<file path="config.mk">
export PLATFORM = sky130hd
export DESIGN_NAME = pwm_capture
export DESIGN_NICKNAME = d
export VERILOG_FILES = /design/src/rtl/pwm_capture.sv
export SDC_FILE = /design/constraint.sdc
export NUM_CORES = 1
export LEC_CHECK = 0
export CAP_MARGIN = 20
export CORE_AREA = 5 5 85 87
export DETAILED_ROUTE_END_ITERATION = 8
export DIE_AREA = 0 0 90 92
export PLACE_DENSITY_LB_ADDON = 0.3
export SYNTH_ARGS = -nofsm -noshare
export SYNTH_HDL_FRONTEND = slang
export SYNTH_SLANG_ARGS = --single-unit
</file>
<file path="constraint.sdc">
create_clock -name CLK -period 2 [get_ports CLK]
set_input_delay 0.4 -clock CLK [delete_from_list [all_inputs] [get_ports CLK]]
set_output_delay 0.4 -clock CLK [all_outputs]
set_load 0.1 [all_outputs]
</file>
<file path="src/rtl/pwm_capture.sv">
// pwm_capture -- receive-side decoder for the 4-bit PWM generator.
//
// Samples an asynchronous PWM line and measures its high time and its
// rise-to-rise period in CLK cycles. From these it recovers the duty code,
// flags periods that are not 2^WIDTH long, and reports lines held at one
// level for TIMEOUT cycles.
//
// Parameters:
//   WIDTH   duty-code width; nominal period is 2^WIDTH cycles
//   TIMEOUT cycles without an edge before the line counts as stuck
//           (2^WIDTH < TIMEOUT < 2^(WIDTH+2))
//
// Ports:
//   CLK        in   clock, rising edge
//   RST        in   asynchronous, active-high reset
//   PWM_IN     in   PWM waveform, asynchronous to CLK
//   VALID      out  one-cycle strobe; all result outputs update on it
//   DUTY_CODE  out  recovered duty code (WIDTH bits)
//   HIGH_CNT   out  high cycles of the last measured period (WIDTH+2 bits)
//   PERIOD_CNT out  rise-to-rise cycles of the last period (WIDTH+2 bits)
//   PERIOD_ERR out  last period differed from 2^WIDTH
//   STUCK_HI   out  line held high for TIMEOUT cycles (level)
//   STUCK_LO   out  line held low for TIMEOUT cycles (level)
//
// Build option:
//   PWM_CAP_GLITCH_EN  adds a third sample stage; the sampled level only
//                      changes when the two newest synchronized samples
//                      agree, rejecting single-cycle pulses and notches.

module pwm_capture #(
  parameter int WIDTH   = 4,
  parameter int TIMEOUT = 32
) (
  input  logic             CLK,
  input  logic             RST,
  input  logic             PWM_IN,
  output logic             VALID,
  output logic [WIDTH-1:0] DUTY_CODE,
  output logic [WIDTH+1:0] HIGH_CNT,
  output logic [WIDTH+1:0] PERIOD_CNT,
  output logic             PERIOD_ERR,
  output logic             STUCK_HI,
  output logic             STUCK_LO
);

  localparam int CW = WIDTH + 2;

  localparam logic [CW-1:0] NOM_PERIOD = CW'(1 << WIDTH);
  localparam logic [CW-1:0] DUTY_MAX   = CW'((1 << WIDTH) - 1);
  localparam logic [CW-1:0] TO_COUNT   = CW'(TIMEOUT);
  localparam logic [CW-1:0] CNT_ONE    = CW'(1);

  localparam logic [2:0] ST_IDLE    = 3'd0;
  localparam logic [2:0] ST_HIGH    = 3'd1;
  localparam logic [2:0] ST_LOW     = 3'd2;
  localparam logic [2:0] ST_STUCK_H = 3'd3;
  localparam logic [2:0] ST_STUCK_L = 3'd4;

  logic             sync1_q, sync1_d;
  logic             sync2_q, sync2_d;
`ifdef PWM_CAP_GLITCH_EN
  logic             sync3_q, sync3_d;
`endif
  logic             p_q, p_d;
  logic [2:0]       state_q, state_d;
  logic [CW-1:0]    cnt_q, cnt_d;
  logic [CW-1:0]    hi_lat_q, hi_lat_d;
  logic             valid_q, valid_d;
  logic [WIDTH-1:0] duty_code_q, duty_code_d;
  logic [CW-1:0]    high_cnt_q, high_cnt_d;
  logic [CW-1:0]    period_cnt_q, period_cnt_d;
  logic             period_err_q, period_err_d;
  logic             stuck_hi_q, stuck_hi_d;
  logic             stuck_lo_q, stuck_lo_d;

  logic             s;
  logic             rise, fall;
  logic             timeout;
  logic             go_stuck;
  logic             stuck_next;
  logic [CW-1:0]    hi_m1;

  // Sampled line level. With the filter, a disagreement between the two
  // newest samples keeps the previous level (held in p_q).
`ifdef PWM_CAP_GLITCH_EN
  assign s = (sync2_q == sync3_q) ? sync2_q : p_q;
`else
  assign s = sync2_q;
`endif

  assign rise    = s & ~p_q;
  assign fall    = ~s & p_q;
  // An edge in the same cycle wins over the timeout.
  assign timeout = (cnt_q == TO_COUNT) & ~rise & ~fall;
  assign hi_m1   = hi_lat_q - CNT_ONE;

  always_comb begin
    sync1_d      = PWM_IN;
    sync2_d      = sync1_q;
`ifdef PWM_CAP_GLITCH_EN
    sync3_d      = sync2_q;
`endif
    p_d          = s;
    state_d      = state_q;
    hi_lat_d     = hi_lat_q;
    valid_d      = 1'b0;
    duty_code_d  = duty_code_q;
    high_cnt_d   = high_cnt_q;
    period_cnt_d = period_cnt_q;
    period_err_d = period_err_q;
    stuck_hi_d   = stuck_hi_q;
    stuck_lo_d   = stuck_lo_q;
    go_stuck     = 1'b0;

    case (state_q)
      ST_IDLE: begin
        if (rise) begin
          state_d = ST_HIGH;
        end else if (timeout) begin
          go_stuck = 1'b1;
        end
      end
      ST_HIGH: begin
        if (fall) begin
          hi_lat_d = cnt_q;
          state_d  = ST_LOW;
        end else if (timeout) begin
          go_stuck = 1'b1;
        end
      end
      ST_LOW: begin
        if (rise) begin
          valid_d      = 1'b1;
          high_cnt_d   = hi_lat_q;
          period_cnt_d = cnt_q;
          period_err_d = (cnt_q != NOM_PERIOD);
          duty_code_d  = (hi_m1 > DUTY_MAX) ? '1 : hi_m1[WIDTH-1:0];
          state_d      = ST_HIGH;
        end else if (timeout) begin
          go_stuck = 1'b1;
        end
      end
      ST_STUCK_H, ST_STUCK_L: begin
        if (rise) begin
          state_d    = ST_HIGH;
          stuck_hi_d = 1'b0;
          stuck_lo_d = 1'b0;
        end else if (fall) begin
          state_d    = ST_IDLE;
          stuck_hi_d = 1'b0;
          stuck_lo_d = 1'b0;
        end
      end
      default: begin
        state_d = ST_IDLE;
      end
    endcase

    // A held-high line is also how a full-scale code looks, so STUCK_H
    // reports the all-ones code rather than an error.
    if (go_stuck) begin
      valid_d      = 1'b1;
      high_cnt_d   = '0;
      period_cnt_d = '0;
      if (s) begin
        state_d      = ST_STUCK_H;
        stuck_hi_d   = 1'b1;
        duty_code_d  = '1;
        period_err_d = 1'b0;
      end else begin
        state_d      = ST_STUCK_L;
        stuck_lo_d   = 1'b1;
        duty_code_d  = '0;
        period_err_d = 1'b1;
      end
    end

    // The counter holds while stuck so a single timeout yields a single
    // VALID; it resumes counting (not reloading) when a fall exits to IDLE.
    stuck_next = (state_d == ST_STUCK_H) || (state_d == ST_STUCK_L);
    if (rise) begin
      cnt_d = CNT_ONE;
    end else if (stuck_next || (cnt_q == '1)) begin
      cnt_d = cnt_q;
    end else begin
      cnt_d = cnt_q + CNT_ONE;
    end
  end

  always_ff @(posedge CLK or posedge RST) begin
    if (RST) begin
      sync1_q      <= 1'b0;
      sync2_q      <= 1'b0;
`ifdef PWM_CAP_GLITCH_EN
      sync3_q      <= 1'b0;
`endif
      p_q          <= 1'b0;
      state_q      <= ST_IDLE;
      cnt_q        <= '0;
      hi_lat_q     <= '0;
      valid_q      <= 1'b0;
      duty_code_q  <= '0;
      high_cnt_q   <= '0;
      period_cnt_q <= '0;
      period_err_q <= 1'b0;
      stuck_hi_q   <= 1'b0;
      stuck_lo_q   <= 1'b0;
    end else begin
      sync1_q      <= sync1_d;
      sync2_q      <= sync2_d;
`ifdef PWM_CAP_GLITCH_EN
      sync3_q      <= sync3_d;
`endif
      p_q          <= p_d;
      state_q      <= state_d;
      cnt_q        <= cnt_d;
      hi_lat_q     <= hi_lat_d;
      valid_q      <= valid_d;
      duty_code_q  <= duty_code_d;
      high_cnt_q   <= high_cnt_d;
      period_cnt_q <= period_cnt_d;
      period_err_q <= period_err_d;
      stuck_hi_q   <= stuck_hi_d;
      stuck_lo_q   <= stuck_lo_d;
    end
  end

  assign VALID      = valid_q;
  assign DUTY_CODE  = duty_code_q;
  assign HIGH_CNT   = high_cnt_q;
  assign PERIOD_CNT = period_cnt_q;
  assign PERIOD_ERR = period_err_q;
  assign STUCK_HI   = stuck_hi_q;
  assign STUCK_LO   = stuck_lo_q;

endmodule

</file>
### Word-level counts from Yosys, hierarchy flattened

Cells that the tools add are included.

* multiplexer cells: 41
* $mul: 0
* reduce and logical (&&, ||, !) cells: 9
* order comparisons: 1
* div/mod/pow operators: 0
* eq/ne operators: 10
* bitwise logic cells: 8
* $add $sub $neg: 2
* shift operators: 0

Operators by type and width (number)
* two-way mux 6 bit: 8
* two-way mux 1 bit: 20
* two-way mux 4 bit: 5
* two-way mux 3 bit: 6
* equality test 6 bit, second input constant: 2
* equality test 3 x 2 -> 1 bit, second input constant: 3
* one-hot mux 3 bit (3 select lines): 1
* adder 6 x 1 -> 6 bit, second input constant: 1
* equality test 3 bit, second input constant: 2
* greater-than comparator 6 x 4 -> 1 bit, second input constant: 1
* inequality test 6 x 5 -> 1 bit, second input constant: 1
* subtractor 6 x 1 -> 6 bit, second input constant: 1
* bitwise AND 1 bit: 4
* inverter 1 bit: 4
* AND reduction 2 bit: 2
* nonzero test 2 bit: 2
* OR reduction 2 bit: 2
* equality test 3 x 1 -> 1 bit, second input constant: 1
* zero test 3 bit: 1
* logical OR 1 bit: 2
* inequality test 2 bit, second input constant: 1
* one-hot mux 1 bit (2 select lines): 1

* latch bits: 0
* logic and storage cells: 84
* flip-flop bits (word level): 38
* RAM bits: 0
* input port bits: 3
* output and inout port bits: 20
* memories kept: 0
* ROM bits: 0

### Logic depth before layout (Yosys ltp)

* depth in word-level cells: 14
* depth in mapped cells: 7
* depth with buffers taken out: 7

### Least setup slack after synthesis

Ideal clock, no wire load.

* path kind: register to register
* start: register cnt_q[0]
* end: register cnt_q[0]
* data arrival time: 1648 ps
* setup slack: 225 ps
* cell stages (with the launch flop): 8
* buffers on the path: 1
* setup time: 128 ps
* clock period less this slack: 1775 ps
* data required time: 1872 ps
* path through: dfrtp_1 -> inv_1 -> ha_1 -> nor3b_1 -> and4b_4 -> buf_6 -> nor3_4 -> mux2_1

* cells in the longest elaborated chain, start to end: 11
* elaborated cells on any way between the ends: 17
* those cells by class: add/sub: 1; eq/ne: 5; mux: 7; bitwise: 2; reduce/logical: 2

RTL lines
* start, declared: RTL line 66 `logic [CW-1:0] cnt_q, cnt_d;`
* start signal, assigned: RTL line 216 `cnt_q <= cnt_d;`
* equality test 6 bit: RTL line 94 `assign timeout = (cnt_q == TO_COUNT) & ~rise & ~fall;`
* bitwise AND 1 bit (2 in a row): RTL line 94
* two-way mux 1 bit: RTL line 119, 127, 139
* two-way mux 1 bit (on tied branches): RTL line 117, 124
* one-hot mux 1 bit (2 select lines): RTL line 115 `case (state_q)`
* two-way mux 3 bit: RTL line 161 `if (go_stuck) begin`
* equality test 3 x 2 -> 1 bit / equality test 3 bit (equally long branches): RTL line 180 `stuck_next = (state_d == ST_STUCK_H) || (state_d == ST_STUCK_L);`
* logical OR 1 bit: RTL line 180
* logical OR 1 bit: RTL line 183 `end else if (stuck_next || (cnt_q == '1)) begin`
* inequality test 2 bit (no line)

Several ways; a longest one is shown, not always the timed one. The select of a mux whose other input is x is not followed.
A chain may end at the register's enable or synchronous reset.

### Final worst setup path

* start: register cnt_q[0]
* end: register period_err_q, in the netlist PERIOD_ERR

* cells in the longest elaborated chain, start to end: 8
* elaborated cells on any way between the ends: 14
* those cells by class: eq/ne: 2; mux: 7; bitwise: 2; reduce/logical: 3

RTL lines
* equality test 6 bit: RTL line 94
* bitwise AND 1 bit (2 in a row): RTL line 94
* two-way mux 1 bit: RTL line 119, 127, 139
* two-way mux 1 bit (on tied branches): RTL line 117, 124
* one-hot mux 1 bit (2 select lines): RTL line 115
* nonzero test 2 bit (no line)
* AND reduction 2 bit (no line)
* end signal, assigned: RTL line 222 `period_err_q <= period_err_d;`
* end, declared: RTL line 72 `logic period_err_q, period_err_d;`

Several ways; a longest one is shown, not always the timed one. The select of a mux whose other input is x is not followed.

==> results_dict.tcl <==
set metrics [dict create \
    status "completed" \
    dp_hpwl_um 2720 \
    fin_crit_sh_pct 91.1 \
    worstSetupPathType "flop to flop" \
    synth.distinct_cells 45 \
    num_io_pins 23 \
    dieArea_mm2 0.00828 \
    avgSynthCellArea_um2 11.7 \
    max_stage_delay_ps 380 \
    routedWlPerCell_um 14.4 \
    place_ws_ps 23.7 \
    p_leak_nw 1.08 \
    final.setup.tns_ps 0 \
    mostFrequentLayoutCell "dfrtp_1" \
    ant_nets 0 \
    placed_cells 260 \
    rsz0062_at_grt "false" \
    clk_pin_slew_ps 80 \
    grt_pass1_wl_um 7040 \
    critPathBufInv 1 \
    cts_tree "done" \
    cp_max_fo 8 \
    cap_violations 0 \
    drt-vias-per-instance 4.81 \
    antenna_found_initial 0 \
    layout.nets 200 \
    power_density_mw_per_mm2 1510 \
    final.fill_count 646 \
    clock-sinks 38 \
    clock.fmax_ghz 0.549 \
    cp.required_ps 2180 \
    antenna_cells 0 \
    ys_warn_count 0 \
    relSlewSlack_pct 67.5 \
    die_y_um 92 \
    slew_violations 0 \
    min_path_type "flop to flop" \
    skew_ps 7.98 \
    synth_seq_area_share_pct 51.3 \
    hold_viol 0 \
    routabilityCongestion 0.734 \
    ys.flop_type "dfrtp_1" \
    setup_slack_ps 178 \
    critical-path-top-delay-family "simple AND/OR/NAND/NOR gates" \
    cp-start-kind "flop" \
    start_util_pct 29.5 \
    cts_root_buf "clkbuf_8" \
    synth_nets 165 \
    numCtsBuffers 5 \
    setup-violations-final 0 \
    drcViolationCount 0 \
    gr-total-overflow 0 \
    coreArea_mm2 0.00628 \
    slowest_stage "dfrtp_1" \
    final_cell_mix "dfrtp_1 (38), buf_4 (33), mux2i_1 (15), nor2_1 (12), nand2_1 (10)" \
    clk_path_buf_depth 2 \
    crit_path_end_kind "flop" \
    num_vias 1303 \
    tightest_slew_ps 487 \
    crit_arrival_ps 2000 \
    drt_wl_total_um 3890 \
    path_cells "inv_1 -> ha_1 -> nor3b_1 -> and4b_4 -> nor2_2 -> a221o_1" \
    drt-initial-drc-count 43 \
    async_flop_share_pct 100 \
    clock_latency_ps 290 \
    period_needed_ps 1820 \
    syn_area_mm2 0.00185 \
    h-tree-depth 2 \
    synthCells 159 \
    row_count 29 \
    track_usage_pct 10.6 \
    ys_ff_latch 38 \
    grt_pass1_vias 1405 \
    drive_gt1_share_pct 29.9 \
    grt_max_degree 39 \
    layout.cells.non_filler 271 \
    hold_slack_ps 350 \
    synthToLayoutAreaGrowth_pct 22.1 \
    chipWidth_um 90 \
    drtPass1Iterations 2 \
    vdd_drop_max_mv 1.10 \
    port_buffers 22 \
    synth_edf_count 0 \
]
## cells in the mapped netlist (2+ instances only)
cell type / n / area share, %
a21boi_1: 2 / 0.81
a22o_1: 2 / 0.95
and3_1: 2 / 0.68
buf_2: 4 / 1.1
clkbuf_1: 2 / 0.41
dfrtp_1: 38 / 51
ha_1: 3 / 2.0
inv_1: 7 / 1.4
inv_2: 2 / 0.41
mux2_1: 4 / 2.4
mux2_2: 3 / 1.8
mux2i_1: 15 / 8.1
nand2_1: 10 / 2.0
nand2b_1: 5 / 1.7
nand3_1: 3 / 0.81
nand3b_1: 2 / 0.81
nor2_1: 12 / 2.4
nor3_1: 4 / 1.1
nor3b_1: 2 / 0.81
nor4b_1: 2 / 0.95
o21ai_0: 4 / 1.1
o221a_2: 4 / 2.4
o31ai_1: 3 / 1.2
or4_1: 2 / 0.81
xor2_1: 2 / 0.95
## sequential cells by signal, indices dropped and copies added (netlist names)
register    flops
p_d             1
hi_lat_q        6
STUCK_HI        1
PERIOD_CNT      6
state_q         3
p_q             1
STUCK_LO        1
sync1_q         1
PERIOD_ERR      1
cnt_q           6
DUTY_CODE       4
HIGH_CNT        6
VALID           1
## final timing paths
path | to | slack [ps] | startpoint | cells after the start
hold / removal | p_d$_DFF_PP0_ | 350 | sync1_q$_DFF_PP0_ | 0
hold reg to reg | p_d$_DFF_PP0_ | 350 | sync1_q$_DFF_PP0_ | 0
setup reg to reg | PERIOD_ERR$_DFFE_PP0P_ | 180 | cnt_q[0]$_DFFE_PP0P_ | 6
min in group asynchronous | DUTY_CODE[2]$_DFFE_PP0P_ | 520 | RST | 3
setup / recovery | PERIOD_ERR$_DFFE_PP0P_ | 180 | cnt_q[0]$_DFFE_PP0P_ | 6
max in group asynchronous | cnt_q[1]$_DFFE_PP0P_ | 1130 | RST | 3
## logic make-up (layout without fill, tap and decap cells)
kind of cell	Yosys count	count (layout)	share of synthesized area [%]
buffers and inverters	16	51	3.92
AO/OA/AOI/OAI	23	23	10.3
multiplexers	22	22	12.4
XOR/XNOR	3	3	1.82
AND/OR/NAND/NOR	54	54	18.2
adder cells (fa/ha/maj)	3	3	2.03
flip-flops	38	38	51.3
## layout make-up
| type | instances | area [µm²] | area share [%] |
|---|---|---|---|
| clock buffers | 5 | 68.8 | 3.04 |
| clock inverters | 2 | 10.0 | 0.442 |
| inverters | 9 | 33.8 | 1.49 |
| multi-input cells | 105 | 836 | 36.9 |
| flip-flops and latches | 38 | 951 | 42.0 |
| well taps | 77 | 96.3 | 4.26 |
| repair buffers | 35 | 268 | 11.8 |
## through the flow
| step | power [W] | cell area, µm² | util, % |
|---|---|---|---|
| 3_5_place_dp | 0.00294 | 2150 | 34.2 |
| 6_report | 0.00341 | 2260 | 36.1 |
| 2_1_floorplan | 0.00252 | 1850 | - |
| 5_1_grt | 0.00363 | 2260 | 36.1 |
| 4_1_cts | 0.00345 | 2230 | 35.5 |
| 3_3_place_gp | 0.00292 | 2150 | 34.2 |
## timing repair
action / 4_1_cts / 5_1_grt
setup buffers: 0 / 4
gates resized for setup: 0 / 1
endpoints found under the setup margin: 0 / 8
hold buffers: 0 / 0
## where the power goes
part           total (W)  internal, W  leakage (nW)  switching (W)
combinational    0.00173     0.000475         0.548        0.00126
sequential       0.00118     0.000978         0.488       0.000202
clock           0.000504     0.000234        0.0438       0.000269
total            0.00341      0.00169          1.08        0.00173
## metal layers
metal | vias up | routed length (µm) | global-route usage, %
met5 | - | 0 | 0
met4 | 0 | 65 | 4.22
met3 | 5 | 198 | 4.50
met2 | 20 | 1800 | 16.6
met1 | 639 | 1830 | 13.0
li1 | 639 | - | -
## worst reg2reg max path: cells and delay by family (launching register included)
family                     cells  cell delay [ps]
DFF                            1              380
AOI/OAI and AO/OA              1              360
adders and majority gates      1              150
and+or+nand+nor                3              720
buffers and inverters          1              100
No activity file was read; power rests on OpenSTA's default activity.
